[config.mk]
export PLATFORM = sky130hd
export DESIGN_NAME = bitrev_unloader
export DESIGN_NICKNAME = d
export VERILOG_FILES = /design/src/rtl/fft_pkg.sv /design/src/rtl/fft_sdp_ram.sv /design/src/rtl/bitrev_unloader.sv
export SDC_FILE = /design/constraint.sdc
export NUM_CORES = 1
export LEC_CHECK = 0
export CAP_MARGIN = 20
export CELL_PAD_IN_SITES_DETAIL_PLACEMENT = 1
export CELL_PAD_IN_SITES_GLOBAL_PLACEMENT = 2
export CORE_MARGIN = 5
export CORE_UTILIZATION = 52
export CTS_CLUSTER_DIAMETER = 150
export DETAILED_ROUTE_END_ITERATION = 8
export GPL_ROUTABILITY_DRIVEN = 0
export PLACE_DENSITY_LB_ADDON = 0.15
export SETUP_SLACK_MARGIN = 0.02
export SYNTH_ARGS = -nofsm -noshare
export SYNTH_HDL_FRONTEND = slang
export SYNTH_SLANG_ARGS = --single-unit
[constraint.sdc]
create_clock -name clk -period 13.27 [get_ports clk]
set_input_delay 1.327 -clock clk [delete_from_list [all_inputs] [get_ports clk]]
set_output_delay 1.327 -clock clk [all_outputs]
set_load 0.05 [all_outputs]
[src/rtl/fft_pkg.sv]
// Shared FFT definitions: default transform geometry, word width and the
// bit-reversal helper used to map butterfly output order to natural order.
package fft_pkg;

    localparam int unsigned FFT_N        = 8;
    localparam int unsigned FFT_BITS     = 3;
    localparam int unsigned FFT_DATA_W   = 32;

    // Widest index the bit-reversal helper supports; callers pass the live
    // width and truncate the result to it.
    localparam int unsigned BITREV_MAX_W = 16;
    localparam int unsigned BITREV_IDX_W = $clog2(BITREV_MAX_W);

    // Reverse the low w bits of x; bits at and above w come back as zero.
    function automatic logic [BITREV_MAX_W-1:0] bitrev(
        input logic [BITREV_MAX_W-1:0] x,
        input int unsigned             w
    );
        logic [BITREV_MAX_W-1:0] r;
        logic [BITREV_IDX_W-1:0] src;
        r = '0;
        for (int unsigned i = 0; i < BITREV_MAX_W; i++) begin
            if (i < w) begin
                src = BITREV_IDX_W'(w - 1 - i);
                r[BITREV_IDX_W'(i)] = x[src];
            end
        end
        return r;
    endfunction

endpackage

[src/rtl/fft_sdp_ram.sv]
// Simple dual-port RAM: one write port, one synchronous read port.
//   clk   : clock, all logic on posedge
//   rst   : synchronous active-high reset of the read data register only
//   we    : write enable; waddr/wdata written at the edge
//   re    : read enable; rdata updates one cycle later, otherwise holds
//   raddr : read address
//   rdata : registered read data (cleared by rst, contents are not)
module fft_sdp_ram #(
    parameter int unsigned DEPTH  = 16,
    parameter int unsigned ADDR_W = 4,
    parameter int unsigned DATA_W = 32
) (
    input  logic              clk,
    input  logic              rst,
    input  logic              we,
    input  logic [ADDR_W-1:0] waddr,
    input  logic [DATA_W-1:0] wdata,
    input  logic              re,
    input  logic [ADDR_W-1:0] raddr,
    output logic [DATA_W-1:0] rdata
);

    logic [DATA_W-1:0] mem [DEPTH];

    always_ff @(posedge clk) begin
        if (we) begin
            mem[waddr] <= wdata;
        end
    end

    // rdata only moves on a read, so it doubles as the held output word.
    always_ff @(posedge clk) begin
        if (rst) begin
            rdata <= '0;
        end else if (re) begin
            rdata <= mem[raddr];
        end
    end

endmodule

[src/rtl/bitrev_unloader.sv]
// FFT output reorder buffer. Words arrive in bit-reversed index order, are
// written at their bit-reversed address, and are streamed out in natural
// order. Two ping-pong banks let one frame fill while the previous drains.
//   clk, rst              : clock and synchronous active-high reset
//   in_valid/in_data      : upstream word (k-th word of a frame = index bitrev(k))
//   in_ready              : write bank has room
//   out_valid/out_data    : natural-order word
//   out_index/out_last    : its index, and high on index N-1
//   out_ready             : downstream accepts
//   frame_done            : one-cycle pulse after the out_last handshake
module bitrev_unloader
    import fft_pkg::*;
#(
    parameter int unsigned N            = FFT_N,
    parameter int unsigned BITS_PER_ROW = FFT_BITS,
    parameter int unsigned DATA_W       = FFT_DATA_W
) (
    input  logic                    clk,
    input  logic                    rst,
    input  logic                    in_valid,
    input  logic [DATA_W-1:0]       in_data,
    output logic                    in_ready,
    output logic                    out_valid,
    output logic [DATA_W-1:0]       out_data,
    output logic [BITS_PER_ROW-1:0] out_index,
    output logic                    out_last,
    input  logic                    out_ready,
    output logic                    frame_done
);

    localparam logic [BITS_PER_ROW-1:0] LAST_IDX = BITS_PER_ROW'(N - 1);

    logic [BITS_PER_ROW-1:0] wcnt;
    logic [BITS_PER_ROW-1:0] rcnt;
    logic                    wbank;
    logic                    rbank;
    logic [1:0]              full;
    logic [1:0]              full_next;
    logic                    wr_en;
    logic                    rd_issue;
    logic [BITS_PER_ROW-1:0] waddr_row;

    always_comb begin
        in_ready  = !full[wbank];
        wr_en     = in_valid && in_ready;
        // A new read may issue when the output register is empty or being
        // consumed this cycle.
        rd_issue  = full[rbank] && (!out_valid || out_ready);
        waddr_row = BITS_PER_ROW'(bitrev(BITREV_MAX_W'(wcnt), BITS_PER_ROW));

        // Set and clear always target different banks: a write needs
        // !full on its bank while a read needs full on its bank.
        full_next = full;
        if (wr_en && (wcnt == LAST_IDX)) begin
            full_next[wbank] = 1'b1;
        end
        if (rd_issue && (rcnt == LAST_IDX)) begin
            full_next[rbank] = 1'b0;
        end
    end

    always_ff @(posedge clk) begin
        if (rst) begin
            wcnt       <= '0;
            rcnt       <= '0;
            wbank      <= 1'b0;
            rbank      <= 1'b0;
            full       <= '0;
            out_valid  <= 1'b0;
            out_index  <= '0;
            out_last   <= 1'b0;
            frame_done <= 1'b0;
        end else begin
            full       <= full_next;
            frame_done <= out_valid && out_ready && out_last;

            if (wr_en) begin
                wcnt <= wcnt + BITS_PER_ROW'(1);
                if (wcnt == LAST_IDX) begin
                    wbank <= ~wbank;
                end
            end

            if (rd_issue) begin
                rcnt      <= rcnt + BITS_PER_ROW'(1);
                out_valid <= 1'b1;
                out_index <= rcnt;
                out_last  <= (rcnt == LAST_IDX);
                if (rcnt == LAST_IDX) begin
                    rbank <= ~rbank;
                end
            end else if (out_ready) begin
                out_valid <= 1'b0;
            end
        end
    end

    // Both banks live in one RAM with the bank bit as address MSB.
    fft_sdp_ram #(
        .DEPTH  (2 * N),
        .ADDR_W (BITS_PER_ROW + 1),
        .DATA_W (DATA_W)
    ) u_ram (
        .clk   (clk),
        .rst   (rst),
        .we    (wr_en),
        .waddr ({wbank, waddr_row}),
        .wdata (in_data),
        .re    (rd_issue),
        .raddr ({rbank, rcnt}),
        .rdata (out_data)
    );

endmodule

After elaboration in Yosys (flattened, before gate mapping). Memory sizes are Yosys's and may differ from the RTL's. A register that Yosys moved wholly into a read port is not among the register bits. Cells that the tools add are included.

Add/sub/neg operators: 2. Multipliers: 0. Div/mod/pow operators: 0. Magnitude comparators: 4. Eq/ne operators: 2. Shift operators: 0. Multiplexer cells: 14. Bitwise gates (word level): 5. Reduce and logical (&&, ||, !) cells: 14.

Operators with widths (count): $mux 1 (10); $logic_and 1x1->1 (8); $add 3x1->3 const B (2); $eq 3x3->1 const B (2); $lt 1x2->1 const B (2); $mux 2 (2); $reduce_and 2->1 (2); $and 2x2->2 (1); $demux 1 s1 (2); $ge 1x1->1 const B (2); $logic_not 1->1 (2); $not 1->1 (2); $not 2->2 (1); $or 2x2->2 (1); $reduce_bool 2->1 (1); $logic_or 1x1->1 (1).

Register bits after elaboration: 16. Bits in latches: 0. Memory bits (writable): 512. ROM bits: 0. Output and inout port bits: 39. Memories kept: 1.

Memories: u_ram.mem (words 16, bits a word 32, rd ports 1, clocked after Yosys merged registers in 1, wr ports 1, RTL line fft_sdp_ram.sv:23) `logic [DATA_W-1:0] mem [DEPTH];`.

Depth between registers and ports, before layout.
Word-level depth: 8. Mapped depth: 6. Gate-level depth less buffers: 5.

Hierarchy. From an unflattened synthesis, not the netlist that was laid out.

Cell total of the unflattened synthesis: 1289. Area, all modules: 21628.2 um2.

By module, submodules not included: fft_sdp_ram (times used 1, cells each 1216, area each 20950.1 um2); bitrev_unloader (times used 1, cells each 73, area each 678.2 um2).

Least setup slack after synthesis. No wires, ideal clock.

Path kind: input-to-reg. From: in in_valid. To: mem u_ram.mem[0][0] (enable). Library setup time: 0.513 ns. Data arrival time: 5.124 ns. Setup slack: 7.633 ns. Stages on the path: 3. Path buffers: 1. Cell sequence: clkbuf_1 -> nand2_1 -> nor4b_1.

Word-level cells in the longest chain between the ends: 3.

Ends and longest elaborated chain: start, declared (RTL line bitrev_unloader.sv:20) `input logic in_valid,`; $logic_and 1x1->1 (RTL line bitrev_unloader.sv:45) `wr_en = in_valid && in_ready;`; $mux 1 (RTL line fft_sdp_ram.sv:26) `if (we) begin`; $mux 1 (implied by the code) (RTL line fft_sdp_ram.sv:27) `mem[waddr] <= wdata;`; end, declared (RTL line fft_sdp_ram.sv:23).

No other way between the ends.

Final worst setup path.
From: reg wbank. To: out in_ready.

Word-level cells in the longest chain between the ends: 3.

Ends and longest elaborated chain: start, declared (RTL line bitrev_unloader.sv:35) `logic wbank;`; start signal, assigned (RTL line bitrev_unloader.sv:80) `wbank <= ~wbank;`; $mux 1 (implied by the code) (2 in series) (RTL line bitrev_unloader.sv:44) `in_ready = !full[wbank];`; $logic_not 1->1 (RTL line bitrev_unloader.sv:44); end, declared (RTL line bitrev_unloader.sv:22) `output logic in_ready,`.

No other way between the ends. The select of a mux whose other input is x is not followed.

==> out/qor.yml <==
io_buffers: 74
period_share_pct: 29.3
dieArea_um2: 44900
tightest_slew_ns: 1.00
stdcell_count: 1631
synthDistinctLibCells: 35
gr-total-overflow: 0
drive_gt1_share_pct: 23.1
rsz0062_at_grt: "no"
n_fill_cell: 3341
ctsHoldBuffers: 0
r2r-end: "u_ram.rdata[7]$_SDFFE_PP0P_"
wirelength_um: 46400
clkSinkCount: 560
met3_length_um: 2050
root_buffer: "clkbuf_16"
clockBufferDepth: 3
cts_resized: 0
vias: 9978
setup_ws_ns: 9.39
diodes: 0
tns_ns: 0
cts_setup_buffers: 0
ys_seq_area_share_pct: 77.0
insertion_delay_ns: 0.59
cts.clk_slew.worst_paths_ns: 0.06
dp_cells: 1531
die_h_um: 212
rows: 74
finalSetupViolations: 0
antenna_found_initial: 1
dp_slack_ns: 9.36
p_comb_share_pct: 1.9
fin_util_pct: 60.1
cts_tree: "built"
post_dp_cell_area_um2: 22600
seqPwrFrac_pct: 55.5
p_leak_nw: 7.27
dr.first_iter.drc_count: 752
hold_viol_final: 0
grtUsageTotal_pct: 21.1
skew_ns: 0.0130
cp-start-kind: "flip-flop"
h-tree-depth: 2
cts_buffers: 56
netSwitchingPower_mw: 0.678
die_w_um: 212
min_path_cells: 2
post-dp-hpwl_um: 23100
outcome: "finished clean"
min_period_ns: 3.88
crit_path_max_fanout: 9
cp_data_required_time_ns: 11.94
maxSlewViolCount: 0
antenna_left: 0
final_cell_area_um2: 24400
wl_met2_um: 23300
nets: 1097
peakVddDrop_uv: 115
rrSetupSlack_ns: 9.91
path_class: "reg2out"
cellInternalPower_mw: 2.83
sw_frac_of_total_pct: 19.3
grt_pass1_vias: 10800
io_pins: 75
routedWlPerCell_um: 28.4
fmax_mhz: 258
power_density_nw_per_um2: 144
grt_start_max_net_pins: 66
core_area_um2: 40600
yosysWarnings: 0
pwr-share-clk_pct: 42.6
hold_start: "out_index[0]$_SDFFE_PP0P_"
m1WireLength_um: 20300
initial_core_util_pct: 52.3
r2r_cells: 5
setup.worst_path.end_class: "output port"
first_pass_iters: 4
syn_to_final_growth_pct: 14.8
syn_avg_cell_area_um2: 22.1
maxCapViolations: 0
viasPerCell: 6.12
netlist_area_um2: 21200
route.top_layer_used: "met5"
worst_hold_path.endpoint: "out_index[0]$_SDFFE_PP0P_"
synth.net_count: 1000
synth-seq-cells: 560
worstPathArrival_ns: 2.56
syn_inst: 960
hold_ws_ns: 0.488
grt_pass1_wl_um: 70000
relSlewSlack_pct: 33.3
total_power_mw: 3.51
drcViolationCount: 0
r2r-start: "rcnt[0]$_SDFFE_PP0P_"
min_path_type: "reg2reg"
-- final cells by class --
class                   count  area (um^2)  area share [%]
clock buffers              81         1590            6.51
clock inverters            19          148           0.606
inverters                   5         18.8          0.0771
multi-input cells         334         4640            19.1
flip-flops and latches    560        16300            67.1
well taps                 532          666            2.73
repair buffers            100          948            3.89
-- layout by cell type, fill, tap and decap left out, drive strengths merged, types with 2 or more instances in the layout --
cell type	count
nand2	3
nand2b	2
nand4b	3
a31oi	2
o21ai	10
nand3	8
buf	26
nor3	5
mux4	128
nor4	4
or3	2
a21oi	12
o221ai	32
clkbuf	81
nand4	3
dfxtp	48
bufinv	2
ha	4
inv	8
clkdlybuf4s50	74
mux2	2
edfxtp	512
nor2	10
mux2i	65
clkinv	14
o211ai	32
-- cells in the mapped netlist --
| cell | count | share of area (%) |
|---|---|---|
| edfxtp_1 | 512 | 72 |
| mux4_2 | 128 | 14 |
| mux2i_1 | 64 | 3.0 |
| dfxtp_1 | 48 | 4.5 |
| o211ai_1 | 32 | 1.1 |
| o221ai_1 | 32 | 1.3 |
| clkbuf_1 | 27 | 0.48 |
| buf_2 | 21 | 0.50 |
| a21oi_1 | 12 | 0.28 |
| buf_6 | 11 | 0.58 |
| nor2_1 | 10 | 0.18 |
| o21ai_0 | 10 | 0.24 |
| nand3_1 | 8 | 0.19 |
| nor3_1 | 5 | 0.12 |
| ha_1 | 4 | 0.24 |
| nor4_1 | 4 | 0.12 |
| inv_1 | 3 | 0.053 |
| nand2_1 | 3 | 0.053 |
| nand4_1 | 3 | 0.088 |
| nand4b_1 | 3 | 0.12 |
| a31oi_1 | 2 | 0.059 |
| inv_2 | 2 | 0.035 |
| mux2_2 | 2 | 0.11 |
| nand2b_1 | 2 | 0.059 |
| or3_1 | 2 | 0.059 |
| a211oi_1 | 1 | 0.035 |
| a31o_2 | 1 | 0.041 |
| and4_1 | 1 | 0.041 |
| buf_1 | 1 | 0.018 |
| buf_4 | 1 | 0.035 |
| mux2i_2 | 1 | 0.065 |
| nor2b_1 | 1 | 0.030 |
| nor4b_1 | 1 | 0.041 |
| o21a_1 | 1 | 0.035 |
| o31a_1 | 1 | 0.041 |
-- flip-flops by register name (all words and copies together), names as in the netlist --
| signal | cells |
|---|---|
| u_ram.mem | 512 |
| u_ram.rdata | 32 |
| out_index | 3 |
| rcnt | 3 |
| frame_done | 1 |
| wcnt | 3 |
| full | 2 |
| out_valid | 1 |
| wbank | 1 |
| rbank | 1 |
| out_last | 1 |
-- worst max-delay path by stage --
| stage | from | end | slack (ns) | cells past startpoint |
|---|---|---|---|---|
| 2_1_floorplan | in_valid | u_ram.mem[0][0]$_DFFE_PP_ | 7.63 | 3 |
| 3_3_place_gp | rst | u_ram.rdata[7]$_SDFFE_PP0P_ | 9.45 | 5 |
| 3_5_place_dp | rst | u_ram.rdata[23]$_SDFFE_PP0P_ | 9.36 | 5 |
| 4_1_cts | wbank$_SDFFE_PP0N_ | in_ready | 9.34 | 3 |
| 5_1_grt | wbank$_SDFFE_PP0N_ | in_ready | 9.27 | 3 |
| 6_report | wbank$_SDFFE_PP0N_ | in_ready | 9.39 | 3 |
-- per-layer routing --
metal | GRT usage, % | vias up
li1 | - | 4293
met1 | 30.2 | 5391
met2 | 34.9 | 233
met3 | 3.73 | 59
met4 | 4.55 | 2
met5 | 0 | -
-- critical path, stage by stage (launching register included) --
cell,delay [ns]
dfxtp_1,0.56
mux2_2,0.43
inv_2,0.15
clkdlybuf4s50_1,0.84
-- cell families after synthesis --
group                      share of synthesized area [%]
DFF                                                 77.0
buffers and inverters                               1.70
adders and majority gates                          0.236
muxes                                               16.8
and+or+nand+nor                                     1.10
AOI/OAI and AO/OA                                   3.18
-- power by group through the flow --
stage / combinational, mW / sequential [mW] / clock (mW)
floorplan: 0.0244 / 1.98 / 0
global placement: 0.0638 / 1.98 / 0
detailed placement: 0.0668 / 1.98 / 0
CTS: 0.0668 / 1.95 / 1.53
global route: 0.0716 / 1.94 / 1.62
finish: 0.0659 / 1.95 / 1.49
No activity file was read; power rests on OpenSTA's default activity.
